--- src/rtl/hedios_host.sv ---
// rtl/hedios_host.sv - Hedios initiator: issues commands, decodes responses, mirrors remote slots
module hedios_host #(
    parameter int SLOT_COUNT     = 8,
    parameter int TIMEOUT_CYCLES = 65535
) (
    input  logic                     clk,
    input  logic                     rst,
    input  logic                     req_valid,
    output logic                     req_ready,
    input  logic [2:0]               req_op,
    input  logic [6:0]               req_id,
    input  logic [31:0]              req_data,
    input  logic                     tx_full,
    output logic [7:0]               tx_command,
    output logic [31:0]              tx_data,
    output logic                     tx_push_packet,
    input  logic                     rx_empty,
    input  logic [7:0]               rx_command,
    input  logic [31:0]              rx_data,
    output logic                     rx_pop_packet,
    output logic                     done,
    output logic [2:0]               resp_status,
    output logic [31:0]              resp_data,
    output logic [SLOT_COUNT*32-1:0] slot_values,
    output logic [SLOT_COUNT-1:0]    slot_valid,
    output logic                     slot_update,
    output logic [6:0]               slot_update_id,
    output logic [7:0]               remote_slot_count,
    output logic [7:0]               remote_var_action_count,
    output logic [7:0]               remote_varless_action_count,
    output logic                     rx_unexpected
);

    localparam int CW = $clog2(TIMEOUT_CYCLES + 1);

    localparam logic [2:0] S_IDLE   = 3'd0;
    localparam logic [2:0] S_SEND   = 3'd1;
    localparam logic [2:0] S_WAIT   = 3'd2;
    localparam logic [2:0] S_POP    = 3'd3;
    localparam logic [2:0] S_DECODE = 3'd4;
    localparam logic [2:0] S_FINISH = 3'd5;

    localparam logic [2:0] OP_PING        = 3'd0;
    localparam logic [2:0] OP_UPDATE_SLOT = 3'd1;
    localparam logic [2:0] OP_UPDATE_ALL  = 3'd2;
    localparam logic [2:0] OP_ASK_SLOTS   = 3'd3;
    localparam logic [2:0] OP_ASK_ACTIONS = 3'd4;
    localparam logic [2:0] OP_RESET       = 3'd5;
    localparam logic [2:0] OP_VAR_ACTION  = 3'd6;

    localparam logic [2:0] ST_OK             = 3'd0;
    localparam logic [2:0] ST_TIMEOUT        = 3'd1;
    localparam logic [2:0] ST_INVALID_SLOT   = 3'd2;
    localparam logic [2:0] ST_INVALID_ACTION = 3'd3;
    localparam logic [2:0] ST_UNKNOWN_CMD    = 3'd4;

    logic [2:0]               state_q, state_d;
    logic [2:0]               op_q, op_d;
    logic [6:0]               id_q, id_d;
    logic [31:0]              arg_q, arg_d;
    logic [CW-1:0]            cnt_q, cnt_d;
    logic                     pop_q, pop_d;
    logic                     unsol_q, unsol_d;
    logic [7:0]               cmd_q, cmd_d;
    logic [31:0]              rxd_q, rxd_d;
    logic [2:0]               status_q, status_d;
    logic [31:0]              resp_q, resp_d;
    logic [SLOT_COUNT*32-1:0] slots_q, slots_d;
    logic [SLOT_COUNT-1:0]    valid_q, valid_d;
    logic                     upd_q, upd_d;
    logic [6:0]               upd_id_q, upd_id_d;
    logic [7:0]               rsc_q, rsc_d;
    logic [7:0]               rvac_q, rvac_d;
    logic [7:0]               rvlac_q, rvlac_d;
    logic                     unexp_q, unexp_d;
    logic                     alive_q, alive_d;
    logic                     complete_c;

    // Request/response sequencing, packet decode and mirror update
    always_comb begin
        state_d    = state_q;
        op_d       = op_q;
        id_d       = id_q;
        arg_d      = arg_q;
        cnt_d      = cnt_q;
        pop_d      = 1'b0;
        unsol_d    = unsol_q;
        cmd_d      = cmd_q;
        rxd_d      = rxd_q;
        status_d   = status_q;
        resp_d     = resp_q;
        slots_d    = slots_q;
        valid_d    = valid_q;
        upd_d      = 1'b0;
        upd_id_d   = upd_id_q;
        rsc_d      = rsc_q;
        rvac_d     = rvac_q;
        rvlac_d    = rvlac_q;
        unexp_d    = 1'b0;
        alive_d    = 1'b1;
        complete_c = 1'b0;
        case (state_q)
            S_IDLE: begin
                if (alive_q) begin
                    if (req_valid) begin
                        op_d    = req_op;
                        id_d    = req_id;
                        arg_d   = req_data;
                        resp_d  = 32'h0;
                        state_d = S_SEND;
                    end else if (!rx_empty) begin
                        pop_d   = 1'b1;
                        unsol_d = 1'b1;
                        state_d = S_POP;
                    end
                end
            end
            S_SEND: begin
                if (!tx_full) begin
                    if (op_q >= OP_RESET) begin
                        status_d = ST_OK;
                        state_d  = S_FINISH;
                    end else begin
                        cnt_d   = '0;
                        state_d = S_WAIT;
                    end
                end
            end
            S_WAIT: begin
                if (!rx_empty) begin
                    pop_d   = 1'b1;
                    unsol_d = 1'b0;
                    state_d = S_POP;
                end else if (cnt_q == CW'(TIMEOUT_CYCLES - 1)) begin
                    status_d = ST_TIMEOUT;
                    state_d  = S_FINISH;
                end else begin
                    cnt_d = cnt_q + 1'b1;
                end
            end
            S_POP: begin
                // First cycle carries the pop strobe; the head packet is valid on the second.
                if (!pop_q) begin
                    cmd_d   = rx_command;
                    rxd_d   = rx_data;
                    state_d = S_DECODE;
                end
            end
            S_DECODE: begin
                if (cmd_q[7]) begin
                    for (int i = 0; i < SLOT_COUNT; i++) begin
                        if (cmd_q[6:0] == 7'(i)) begin
                            slots_d[i*32 +: 32] = rxd_q;
                            valid_d[i]          = 1'b1;
                            upd_d               = 1'b1;
                            upd_id_d            = cmd_q[6:0];
                        end
                    end
                    if (!unsol_q &&
                        ((op_q == OP_UPDATE_SLOT && cmd_q[6:0] == id_q) ||
                         (op_q == OP_UPDATE_ALL && cmd_q[6:0] == 7'(SLOT_COUNT - 1)))) begin
                        complete_c = 1'b1;
                        status_d   = ST_OK;
                    end
                end else if (unsol_q) begin
                    unexp_d = 1'b1;
                end else if (cmd_q == 8'h03 && op_q == OP_PING) begin
                    complete_c = 1'b1;
                    status_d   = ST_OK;
                end else if (cmd_q == 8'h05 && op_q == OP_ASK_SLOTS) begin
                    rsc_d      = rxd_q[7:0];
                    resp_d     = rxd_q;
                    complete_c = 1'b1;
                    status_d   = ST_OK;
                end else if (cmd_q == 8'h06 && op_q == OP_ASK_ACTIONS) begin
                    rvac_d     = rxd_q[7:0];
                    rvlac_d    = rxd_q[15:8];
                    resp_d     = rxd_q;
                    complete_c = 1'b1;
                    status_d   = ST_OK;
                end else if (cmd_q == 8'h09) begin
                    complete_c = 1'b1;
                    status_d   = ST_INVALID_SLOT;
                end else if (cmd_q == 8'h0a) begin
                    complete_c = 1'b1;
                    status_d   = ST_INVALID_ACTION;
                end else if (cmd_q == 8'h0b) begin
                    complete_c = 1'b1;
                    status_d   = ST_UNKNOWN_CMD;
                end else begin
                    unexp_d = 1'b1;
                end
                if (complete_c) begin
                    state_d = S_FINISH;
                end else begin
                    state_d = unsol_q ? S_IDLE : S_WAIT;
                    cnt_d   = '0;
                end
            end
            S_FINISH: state_d = S_IDLE;
            default:  state_d = S_IDLE;
        endcase
    end

    // State registers; reset aborts any operation in flight
    always_ff @(posedge clk or posedge rst) begin
        if (rst) begin
            state_q  <= S_IDLE;
            op_q     <= '0;
            id_q     <= '0;
            arg_q    <= '0;
            cnt_q    <= '0;
            pop_q    <= 1'b0;
            unsol_q  <= 1'b0;
            cmd_q    <= '0;
            rxd_q    <= '0;
            status_q <= '0;
            resp_q   <= '0;
            slots_q  <= '0;
            valid_q  <= '0;
            upd_q    <= 1'b0;
            upd_id_q <= '0;
            rsc_q    <= '0;
            rvac_q   <= '0;
            rvlac_q  <= '0;
            unexp_q  <= 1'b0;
            alive_q  <= 1'b0;
        end else begin
            state_q  <= state_d;
            op_q     <= op_d;
            id_q     <= id_d;
            arg_q    <= arg_d;
            cnt_q    <= cnt_d;
            pop_q    <= pop_d;
            unsol_q  <= unsol_d;
            cmd_q    <= cmd_d;
            rxd_q    <= rxd_d;
            status_q <= status_d;
            resp_q   <= resp_d;
            slots_q  <= slots_d;
            valid_q  <= valid_d;
            upd_q    <= upd_d;
            upd_id_q <= upd_id_d;
            rsc_q    <= rsc_d;
            rvac_q   <= rvac_d;
            rvlac_q  <= rvlac_d;
            unexp_q  <= unexp_d;
            alive_q  <= alive_d;
        end
    end

    // Command encoding of the latched request, presented only while sending
    always_comb begin
        tx_command = 8'h00;
        tx_data    = 32'h0;
        if (state_q == S_SEND) begin
            case (op_q)
                OP_PING:        tx_command = 8'h01;
                OP_UPDATE_SLOT: begin
                    tx_command = 8'h02;
                    tx_data    = {25'h0, id_q};
                end
                OP_UPDATE_ALL:  tx_command = 8'h03;
                OP_ASK_SLOTS:   tx_command = 8'h04;
                OP_ASK_ACTIONS: tx_command = 8'h05;
                OP_RESET:       tx_command = 8'h55;
                OP_VAR_ACTION:  begin
                    tx_command = {2'b11, id_q[5:0]};
                    tx_data    = arg_q;
                end
                default:        tx_command = {2'b10, id_q[5:0]};
            endcase
        end
    end

    assign req_ready                   = alive_q && (state_q == S_IDLE);
    assign tx_push_packet              = (state_q == S_SEND) && !tx_full;
    assign rx_pop_packet               = pop_q;
    assign done                        = (state_q == S_FINISH);
    assign resp_status                 = status_q;
    assign resp_data                   = resp_q;
    assign slot_values                 = slots_q;
    assign slot_valid                  = valid_q;
    assign slot_update                 = upd_q;
    assign slot_update_id              = upd_id_q;
    assign remote_slot_count           = rsc_q;
    assign remote_var_action_count     = rvac_q;
    assign remote_varless_action_count = rvlac_q;
    assign rx_unexpected               = unexp_q;

endmodule

--- config.mk ---
export PLATFORM = sky130hd
export DESIGN_NAME = hedios_host
export DESIGN_NICKNAME = d
export VERILOG_FILES = /design/src/rtl/hedios_host.sv
export SDC_FILE = /design/constraint.sdc
export NUM_CORES = 1
export LEC_CHECK = 0
export CAP_MARGIN = 20
export CORE_ASPECT_RATIO = 0.5
export CORE_UTILIZATION = 45
export CTS_CLUSTER_SIZE = 10
export DETAILED_ROUTE_END_ITERATION = 16
export GPL_ROUTABILITY_DRIVEN = 1
export HOLD_SLACK_MARGIN = 0.02
export PLACE_DENSITY_LB_ADDON = 0.12
export SYNTH_ARGS = -nofsm -noshare
export SYNTH_HDL_FRONTEND = slang
export SYNTH_SLANG_ARGS = --single-unit
export TNS_END_PERCENT = 100
--- constraint.sdc ---
create_clock -name clk -period 33.5 [get_ports clk]
set_clock_uncertainty 0.05 [all_clocks]
set_input_delay 3.35 -clock clk [delete_from_list [all_inputs] [get_ports clk]]
set_output_delay 3.35 -clock clk [all_outputs]
set_load 0.01 [all_outputs]
Word level (Yosys, flattened, before mapping)

Cells that the tools add are included.

Register bits after elaboration: 436
Input bits: 87
Output and inout port bits: 376
Logic and storage cells: 214

Add/subtract/negate cells: 1
$lt $le $gt $ge: 1
Equality and inequality tests: 48
Muxes and demuxes: 89
Bitwise logic cells: 5
Reductions and logical operators: 36

Operators by type and width:

| cell                    | count |
|---|---|
| $mux W32                | 8 |
| $pmux W32 S2            | 2 |
| $mux W16                | 5 |
| $mux W3                 | 22 |
| $mux W7                 | 8 |
| $pmux W8 S7             | 1 |
| $pmux W16 S3            | 1 |
| $mux W1                 | 36 |
| $ne A2 B2 Y1 const B    | 16 |
| $reduce_and A3 Y1       | 10 |
| $eq A7 B3 Y1 const B    | 4 |
| $eq A8 B4 Y1 const B    | 3 |
| $add A16 B1 Y16 const B | 1 |
| $eq A16 B16 Y1 const B  | 1 |
| $eq A8 B3 Y1 const B    | 2 |
| $eq A3 B3 Y1 const B    | 5 |
| $ne A3 B3 Y1 const B    | 5 |
| $pmux W3 S5             | 1 |
| $reduce_and A5 Y1       | 3 |
| $eq A7 B2 Y1 const B    | 2 |
| $eq A3 B2 Y1 const B    | 4 |
| $reduce_and A6 Y1       | 2 |
| $pmux W3 S3             | 1 |
| $eq A8 B2 Y1 const B    | 1 |
| 20 further kinds        | 36 |

Logic depth before layout (Yosys ltp)

Gate-level depths: netlist of the first run.

Depth in word-level cells: 12
Gate-level depth with buffers: 10
Depth with buffers taken out: 8

Worst setup path before layout of the first run

Ideal clock, no wire load.

Path kind: input to output
From: input tx_full
To: output tx_push_packet
Arrival time: 3519 ps
Required time: 30100 ps
Path slack: 26581 ps
Stages on the path: 1
Path buffers: 0
Path through: nor2_1

Longest elaborated chain between the ends: 2

Ends and longest elaborated chain:

| what                | RTL line | source |
|---|---|---|
| from (decl)         | 13       | `input logic tx_full,` |
| $logic_not A1 Y1    | 277      | `assign tx_push_packet = (state_q == S_SEND) && !tx_full;` |
| $logic_and A1 B1 Y1 | 277      |  |
| to (decl)           | 16       | `output logic tx_push_packet,` |

Every way passes these cells.

Final worst setup path of the first run

Same ends and word-level chain as after synthesis.

==> results of run 1 <==
cell families (layout without fill, tap and decap cells):
family,after synthesis,after routing,share of synthesized area
other,1,3,0.000213
buffers and inverters,106,543,0.0284
adder cells (fa/ha/maj),2,2,0.00142
AND/OR/NAND/NOR,250,250,0.0767
AO/OA/AOI/OAI,108,108,0.0379
multiplexers,365,365,0.233
flip-flops,436,436,0.618
XOR/XNOR,8,8,0.00397
worst min-delay path by stage:
stage	cells past startpoint	endpoint	startpoint	slack [ps]
2_1_floorplan	1	cnt_q[13]	cnt_q[13]	400
3_3_place_gp	1	slot_valid[6]	slot_valid[6]	400
3_5_place_dp	1	slot_valid[6]	slot_valid[6]	400
4_1_cts	1	slot_valid[6]	slot_valid[6]	420
5_1_grt	1	slot_valid[4]	slot_valid[4]	440
6_report	1	slot_valid[7]	slot_valid[7]	410
area by class of cell:
cell class,instances,area [um^2],share of cell area
inverter,9,41.3,0.00172
antenna,2,5.00,0.000209
clock buffer,51,1250,0.0523
multi-input combinational,734,6250,0.261
sequential,436,10900,0.455
clock inverter,2,21.3,0.000887
timing repair buffer,481,4850,0.202
tap,520,651,0.0271
cells in the mapped netlist (3+ instances only):
master / instances / area, um^2
buf_6: 7 / 78.8
buf_1: 22 / 82.6
nor3b_1: 5 / 37.5
buf_4: 3 / 22.5
a31oi_1: 10 / 62.6
a22oi_1: 7 / 52.6
xnor2_1: 8 / 70.1
nand3_1: 13 / 65.1
and3_1: 4 / 25.0
mux2_2: 354 / 3990
nor2b_1: 9 / 56.3
nand2b_1: 14 / 87.6
buf_2: 31 / 155
nand4_1: 5 / 31.3
o21ai_0: 13 / 65.1
mux2_1: 9 / 101
and2_1: 30 / 188
nand2_1: 91 / 342
dfrtp_1: 436 / 10900
clkbuf_1: 34 / 128
a21oi_1: 16 / 80.1
o21ai_1: 32 / 160
nor2_1: 39 / 146
inv_1: 7 / 26.3
o31ai_1: 4 / 30.0
o21a_1: 6 / 45.0
or2_2: 5 / 31.3
o22a_1: 3 / 26.3
nor3_1: 9 / 45.0
flip-flops by register name, indices dropped and copies added (netlist names), 3 cells and up:
register	flops
arg_q	32
rxd_q	32
resp_data	32
cnt_q	16
state_q	3
slot_values	256
remote_varless_action_count	8
resp_status	3
remote_slot_count	8
remote_var_action_count	8
slot_update_id	7
cmd_q	8
slot_valid	8
op_q	3
id_q	7
worst max-delay path, delay by kind of cell:
| family | cells | cell delay [ps] |
|---|---|---|
| and+or+nand+nor | 1 | 130 |
| buffers and inverters | 2 | 1020 |
layer usage:
metal / up-vias / track usage / share of wire
li1: 5268 / - / -
met4: 0 / 0.0729 / 0.028
met2: 310 / 0.434 / 0.52
met5: - / 0 / 0
met3: 80 / 0.0466 / 0.047
met1: 6150 / 0.298 / 0.41
report_power, final:
part,switching [W],internal [W]
clock network,0.000195,0.000262
registers,0.000139,0.000616
logic,0.000150,0.000191
total,0.000485,0.00107
placed cells by master (no fill, tap or decap), types with 16 or more instances in the layout:
cell type and instances:
clkbuf_16 50, a21oi_1 16, mux2_2 354, nand2_1 90, dfrtp_1 436, nor2_1 39, clkdlybuf4s50_1 462, and2_1 30
o21ai_1 32
metrics by stage:
| stage | total power (W) | cell area, um^2 | std cells |
|---|---|---|---|
| 2_1_floorplan | 0.000923 | 17600 | 1276 |
| 3_3_place_gp | 0.00109 | 22600 | 2175 |
| 3_5_place_dp | 0.00110 | 22600 | 2175 |
| 4_1_cts | 0.00157 | 23900 | 2228 |
| 5_1_grt | 0.00163 | 24000 | 2235 |
| 6_report | 0.00155 | 24000 | 2235 |
==> results.toml, run 1 <==
[routing]
postRouteAntennaNets = 0
via_count = 11808
routed_via_density = 5.28
drtIter0Drc = 623
first_pass_iters = 5
wl_um = 49100
wl_per_cell_um = 21.9
drc = 0

[sta]
finalCritPeriodShare = 0.236
fin_setup_tns_ps = 0
holdWs_ps = 415
finalMaxSlewViolations = 0
max_slew_margin = 0.266
rsz0062_at_grt = "no"
hold_viol = 0
final.min_clock_period_ps = 7900
worst_pin_slew_ps = 1100
setup_viol_count_final = 0
fmax_mhz = 127
setup_ws_ps = 25600

[setup_path]
crit_top_cell = "clkdlybuf4s50_1"
worst_r2r_endpoint = "slot_values[169]"
cp_slowest_stage_delay_ps = 550
cp_slowest_cell = "clkdlybuf4s50_1"
crit_start = "tx_full"
crit_type = "in -> out"
ff2ff_setup_slack_ps = 29780
endpoint_kind = "output port"
cp.arrival_ps = 4500
crit_required_ps = 30100
rr_startpoint = "state_q[2]"
critical_path.max_fanout = 3
cp_cell_sequence = "clkdlybuf4s50_1 > nor2_1 > clkdlybuf4s50_1"
cp-endpoint = "tx_push_packet"
critPathLaunchType = "input port"
worstRegToRegCells = 9

[cells_and_area]
areaGrowthSynthToFinish_pct = 35.9
fill_cells = 2882
nNetsFinal = 1800
final_util = 0.632
drive_gt1_frac = 0.265

[yosys]
yosys_warnings = 0
synth_area_per_cell_um2 = 13.8
synth_edf_count = 0
syn-cell-area_um2 = 17600
netlist_instances = 1276
synth_cell_types = 68
ys_seq_area_frac = 0.618
ys_ff_latch = 436
syn_nets = 1365
synthFlopType = "dfrtp_1"
async_flop_share = 1.00

[global_route]
grt_max_degree = 151
gr-total-overflow = 0
grt_pass1_wl_um = 74000
grt_pass1_vias = 12323
grt_usage = 0.243
grt_antenna_before_repair = 2

[cts]
clock-root-buffer = "clkbuf_16"
htree_num_levels = 2
cts_buffers = 49
clk_latency_ps = 550
cts_tree = "yes"
holdBufCountCts = 0
clock-sinks = 436
cts_max_path_buffers = 3
cts_resized = 0
cts_setup_buffers = 0
clk_pin_slew_ps = 50

[power]
powerDensity_nw_per_um2 = 64.8
peakVddDrop_uv = 42.8
p_leak_nw = 11.0

[placement]
pre_cts_ws_ps = 25600
dp_hpwl_um = 33900
portBuffers = 462
routabilityCongestion = 0.838

[status]
status = "finished, final reports clean"

[die]
pin_count = 463
rows = 50
fp.dieH_um = 142
fp.dieArea_um2 = 40100
core-area_um2 = 38000
dieWidth_um = 282
start_util = 0.465

[job]
cap_violations = 0

[worst_hold_path]
hold_class = "reg -> reg"
Power figures use the tool's default switching activity.
==> run 2, diff against run 1 <==
- clock period: 33.5 -> 7.5 ns (I/O delays scaled with it)
==> run 2 against run 1 <==
Compared with the run above: global-route usage up 0.81 points; highest routed layer unchanged; utilization down 0.14 points; largest power group unchanged; register-to-register slack lost 26000 ps.
==> results.toml, run 2 (same netlist as run 1, synthesis figures left out) <==
[job]
cap_violations = 0

[sta]
setup_viol_count_final = 0
fmax_mhz = 255
finalMaxSlewViolations = 0
worst_pin_slew_ps = 1040
rsz0062_at_grt = "no"
max_slew_margin = 0.309
finalCritPeriodShare = 0.523
final.min_clock_period_ps = 3920
fin_setup_tns_ps = 0
hold_viol = 0

[global_route]
gr-total-overflow = 0
grt_max_degree = 158
grt_pass1_wl_um = 76000
grt_pass1_vias = 12543
grt_usage = 0.251
grt_antenna_before_repair = 0

[cells_and_area]
final_util = 0.630
diodes = 0
drive_gt1_frac = 0.264
final_area_um2 = 23900
nNetsFinal = 1796
stdcell_count = 2230
largest_register_ffs = 256
final_cell_mix = "462 x clkdlybuf4s50_1, 436 x dfrtp_1, 354 x mux2_2"
areaGrowthSynthToFinish_pct = 35.6
layout_commonest_cell = "clkdlybuf4s50_1"

[die]
fp.dieH_um = 142
start_util = 0.465
pin_count = 463
dieWidth_um = 282
rows = 50
fp.dieArea_um2 = 40100
core-area_um2 = 38000

[routing]
wl_per_cell_um = 22.3
via_count = 11810
drtIter0Drc = 566
first_pass_iters = 6
drc = 0
routed_via_density = 5.30
postRouteAntennaNets = 0
wl_um = 49600

[power]
peakVddDrop_uv = 168
powerDensity_nw_per_um2 = 293
p_leak_nw = 10.9

[placement]
portBuffers = 462
routabilityCongestion = 0.864
placedCellCount = 2175
dp_hpwl_um = 33900
placed_area_um2 = 22600

[setup_path]
critical_path.max_fanout = 22
crit_buf_inv = 2
cp_cell_sequence = "or3b_1 > nor3_2 > buf_6 > and2_1 > clkdlybuf4s50_1"
crit_required_ps = 6700
crit_type = "reg -> out"
critPathLaunchType = "flop"
cp_slowest_stage_delay_ps = 640
endpoint_kind = "output port"
cp_slowest_cell = "dfrtp_1"
cp.arrival_ps = 3120
cp_top_family = "simple AND/OR/NAND/NOR gates"

[cts]
htree_num_levels = 2
cts_buffers = 49
clock-sinks = 436
cts_setup_buffers = 0
holdBufCountCts = 0
clk_pin_slew_ps = 50
clock-root-buffer = "clkbuf_16"
cts_max_path_buffers = 3
cts_tree = "yes"
clk_latency_ps = 550
cts_resized = 0

[status]
status = "finished, final reports clean"

[worst_hold_path]
hold_class = "reg -> reg"
[run 2: metal layers]
layer | vias up | track usage | part of all wire
met5 | - | 0 | 0
met4 | 0 | 0.0861 | 0.034
met3 | 100 | 0.0466 | 0.049
met2 | 355 | 0.438 | 0.52
met1 | 6090 | 0.313 | 0.40
li1 | 5265 | - | -
[run 2: worst paths after layout]
path,start,end,slack [ps],depth (start not counted)
setup / recovery,state_q[0],tx_data[23],3580,5
hold / removal,slot_valid[0],slot_valid[0],420,1
setup reg to reg,state_q[2],slot_values[182],3800,9
hold reg to reg,slot_valid[0],slot_valid[0],420,1
max in group asynchronous,rst,arg_q[13],5130,4
min in group asynchronous,rst,slot_values[6],820,3
[run 2: where the power goes]
group	leakage, nW	internal, W	switching (W)
sequential	5.90	0.00275	0.000633
clock	0.647	0.00121	0.000880
combinational	4.39	0.000849	0.000683
total	10.9	0.00481	0.00220
[run 2: stage by stage]
| stage | power [W] | setup WS [ps] | hold WS (ps) |
|---|---|---|---|
| final | 0.00700 | 3580 | 416 |
| after global routing | 0.00736 | 3340 | 431 |
| after CTS | 0.00707 | 3000 | 419 |
| after detailed placement | 0.00495 | 3600 | 402 |
| after floorplan | 0.00412 | 811 | 399 |
| after global placement | 0.00489 | 3840 | 399 |
[run 2: worst reg2reg max path: stages (launching register included)]
cell      delay, ps
dfrtp_1         560
nor3b_4         240
buf_4           410
nand2_1         200
inv_2           110
nand2_2         190
inv_2           320
nand4b_2        680
buf_4           520
mux2_2          310
[run 2: cell type report]
type	instances	area, um^2
fillers	2947	14000
clock inverters	1	8.76
multi-input cells	734	6250
flip-flops and latches	436	10900
inverters	9	37.5
well taps	520	651
clock buffers	53	1300
repair buffers	477	4770
==> run 3, diff against run 2 <==
- clock period: 7.5 -> 3.7 ns (I/O delays scaled with it)
==> run 3 against run 2 <==
Compared with the run above: combinational power up 100%; clock power up 99%; sequential share of layout area down 0.13 points; final cell count up 0.45%; critical path type unchanged; power up 100%; highest routed layer unchanged; non-clock buffer count up 11; final area up 0.28%; register-to-register slack worse by 3000 ps; routed wire length down 0.28%; global-route usage down 0.11 points; sequential power up 100%; flip-flop and latch count unchanged.
==> results.toml, run 3 (same netlist as run 1, synthesis figures left out) <==
[sta]
hold_viol = 0
rsz0062_at_grt = "no"
holdWs_ps = 214
finalMaxSlewViolations = 0
max_slew_margin = 0.364
finalCritPeriodShare = 0.928
final.min_clock_period_ps = 3430
worst_pin_slew_ps = 953
fin_setup_tns_ps = 0
fmax_mhz = 291
setup_viol_count_final = 0

[die]
dieWidth_um = 282
pin_count = 463
fp.dieArea_um2 = 40100
start_util = 0.465
fp.dieH_um = 142
core-area_um2 = 38000
rows = 50

[cts]
clk_pin_slew_ps = 50
cts_buffers = 49
clock-root-buffer = "clkbuf_16"
htree_num_levels = 2
clk_latency_ps = 560
cts_tree = "yes"
clock-sinks = 436
cts_max_path_buffers = 3
cts_resized = 0
holdBufCountCts = 0
cts_setup_buffers = 0

[setup_path]
critical_path.max_fanout = 25
cp_cell_sequence = "or3b_1 > nor3_2 > buf_4 > and2_1 > clkdlybuf4s50_1"
ff2ff_setup_slack_ps = 820
crit_required_ps = 3280
cp_slowest_stage_delay_ps = 630
worstRegToRegCells = 6
crit_buf_inv = 2
crit_type = "reg -> out"
endpoint_kind = "output port"
cp_slowest_cell = "dfrtp_1"
cp.arrival_ps = 3010
critPathLaunchType = "flop"
cp_top_family = "simple AND/OR/NAND/NOR gates"
worst_r2r_endpoint = "cnt_q[1]"
rr_startpoint = "cmd_q[2]"

[routing]
routed_via_density = 5.28
drtIter0Drc = 558
first_pass_iters = 4
wl_per_cell_um = 22.1
drc = 0
wl_um = 49500
postRouteAntennaNets = 0
via_count = 11826

[global_route]
grt_use_met1 = 0.315
met3_usage = 0.0466
met2_usage = 0.435
grt_most_used_layer = "met2"
grt_pass1_wl_um = 76000
grt_max_degree = 87
grt_usage = 0.250
grt_pass1_vias = 12692
grt_antenna_before_repair = 0
gr-total-overflow = 0

[cells_and_area]
multiInputGateArea_um2 = 6250
final_cell_mix = "462 x clkdlybuf4s50_1, 436 x dfrtp_1, 354 x mux2_2"
nNetsFinal = 1807
drive_gt1_frac = 0.268
diodes = 0
final_util = 0.632
layout_commonest_cell = "clkdlybuf4s50_1"
fill_cells = 2874
areaGrowthSynthToFinish_pct = 36.0
regArea_um2 = 10900
largest_register_ffs = 256

[placement]
portBuffers = 462
dp_hpwl_um = 34300
routabilityCongestion = 0.850

[power]
intPower_w = 0.00968
swShare = 0.314
clkPwrFrac = 0.295
peakVddDrop_uv = 393
switching_power_w = 0.00442
p_leak_nw = 11.0
powerDensity_nw_per_um2 = 587
report.power.total_w = 0.0141
seqPwrFrac = 0.485
combPwrFrac = 0.220

[status]
status = "finished, final reports clean"

[worst_hold_path]
hold_class = "in -> async"

[job]
cap_violations = 0
run 3: cell count changes in the layout (fill, tap and decap cells not counted), sizes merged:
cell,delta
clkinv,+2
inv,-1
buf,+11
clkbuf,-2
run 3: area by class of cell:
| cell class | count | area share |
|---|---|---|
| Sequential cell | 436 | 0.455 |
| Clock buffer | 51 | 0.0523 |
| Timing Repair Buffer | 488 | 0.203 |
| Inverter | 9 | 0.00156 |
| Tap cell | 520 | 0.0271 |
| Clock inverter | 2 | 0.000886 |
| Multi-Input combinational cell | 734 | 0.261 |
run 3: stage by stage:
stage                     instances  area [um^2]  setup slack, ps
after detailed placement       2186        22700              849
after floorplan                1276        17600            -2610
after global routing           2240        24000             85.7
final                          2240        24000              266
after CTS                      2239        24000              236
after global placement         2186        22700              900
run 3: routing by layer:
metal,vias to the layer above,part of all wire
met2,292,0.52
met1,6143,0.41
met5,-,0
met4,0,0.031
li1,5290,-
met3,101,0.043
run 3: worst register-to-register path: stages, from the launching register on:
cell	delay (ps)
dfrtp_1	970
or4b_1	260
a21oi_1	90
o211ai_1	230
nand3_2	180
nor2b_1	630
mux2_4	360
run 3: worst max path at each step:
| stage | start | endpoint | slack, ps | cells past startpoint |
|---|---|---|---|---|
| CTS | state_q[0] | tx_data[11] | 240 | 5 |
| global placement | cmd_q[1] | resp_data[8] | 900 | 6 |
| finish | state_q[0] | tx_data[11] | 270 | 5 |
| global route | state_q[0] | tx_data[11] | 90 | 5 |
| floorplan | rst | alive_q | -2610 | 1 |
| detailed placement | state_q[0] | tx_data[22] | 850 | 5 |
run 3: power by group through the flow:
stage	Clock [W]	Combinational (W)	Sequential [W]
floorplan	0	0.00216	0.00620
global placement	0	0.00305	0.00688
detailed placement	0	0.00312	0.00692
CTS	0.00428	0.00313	0.00684
global route	0.00448	0.00335	0.00702
finish	0.00415	0.00310	0.00684
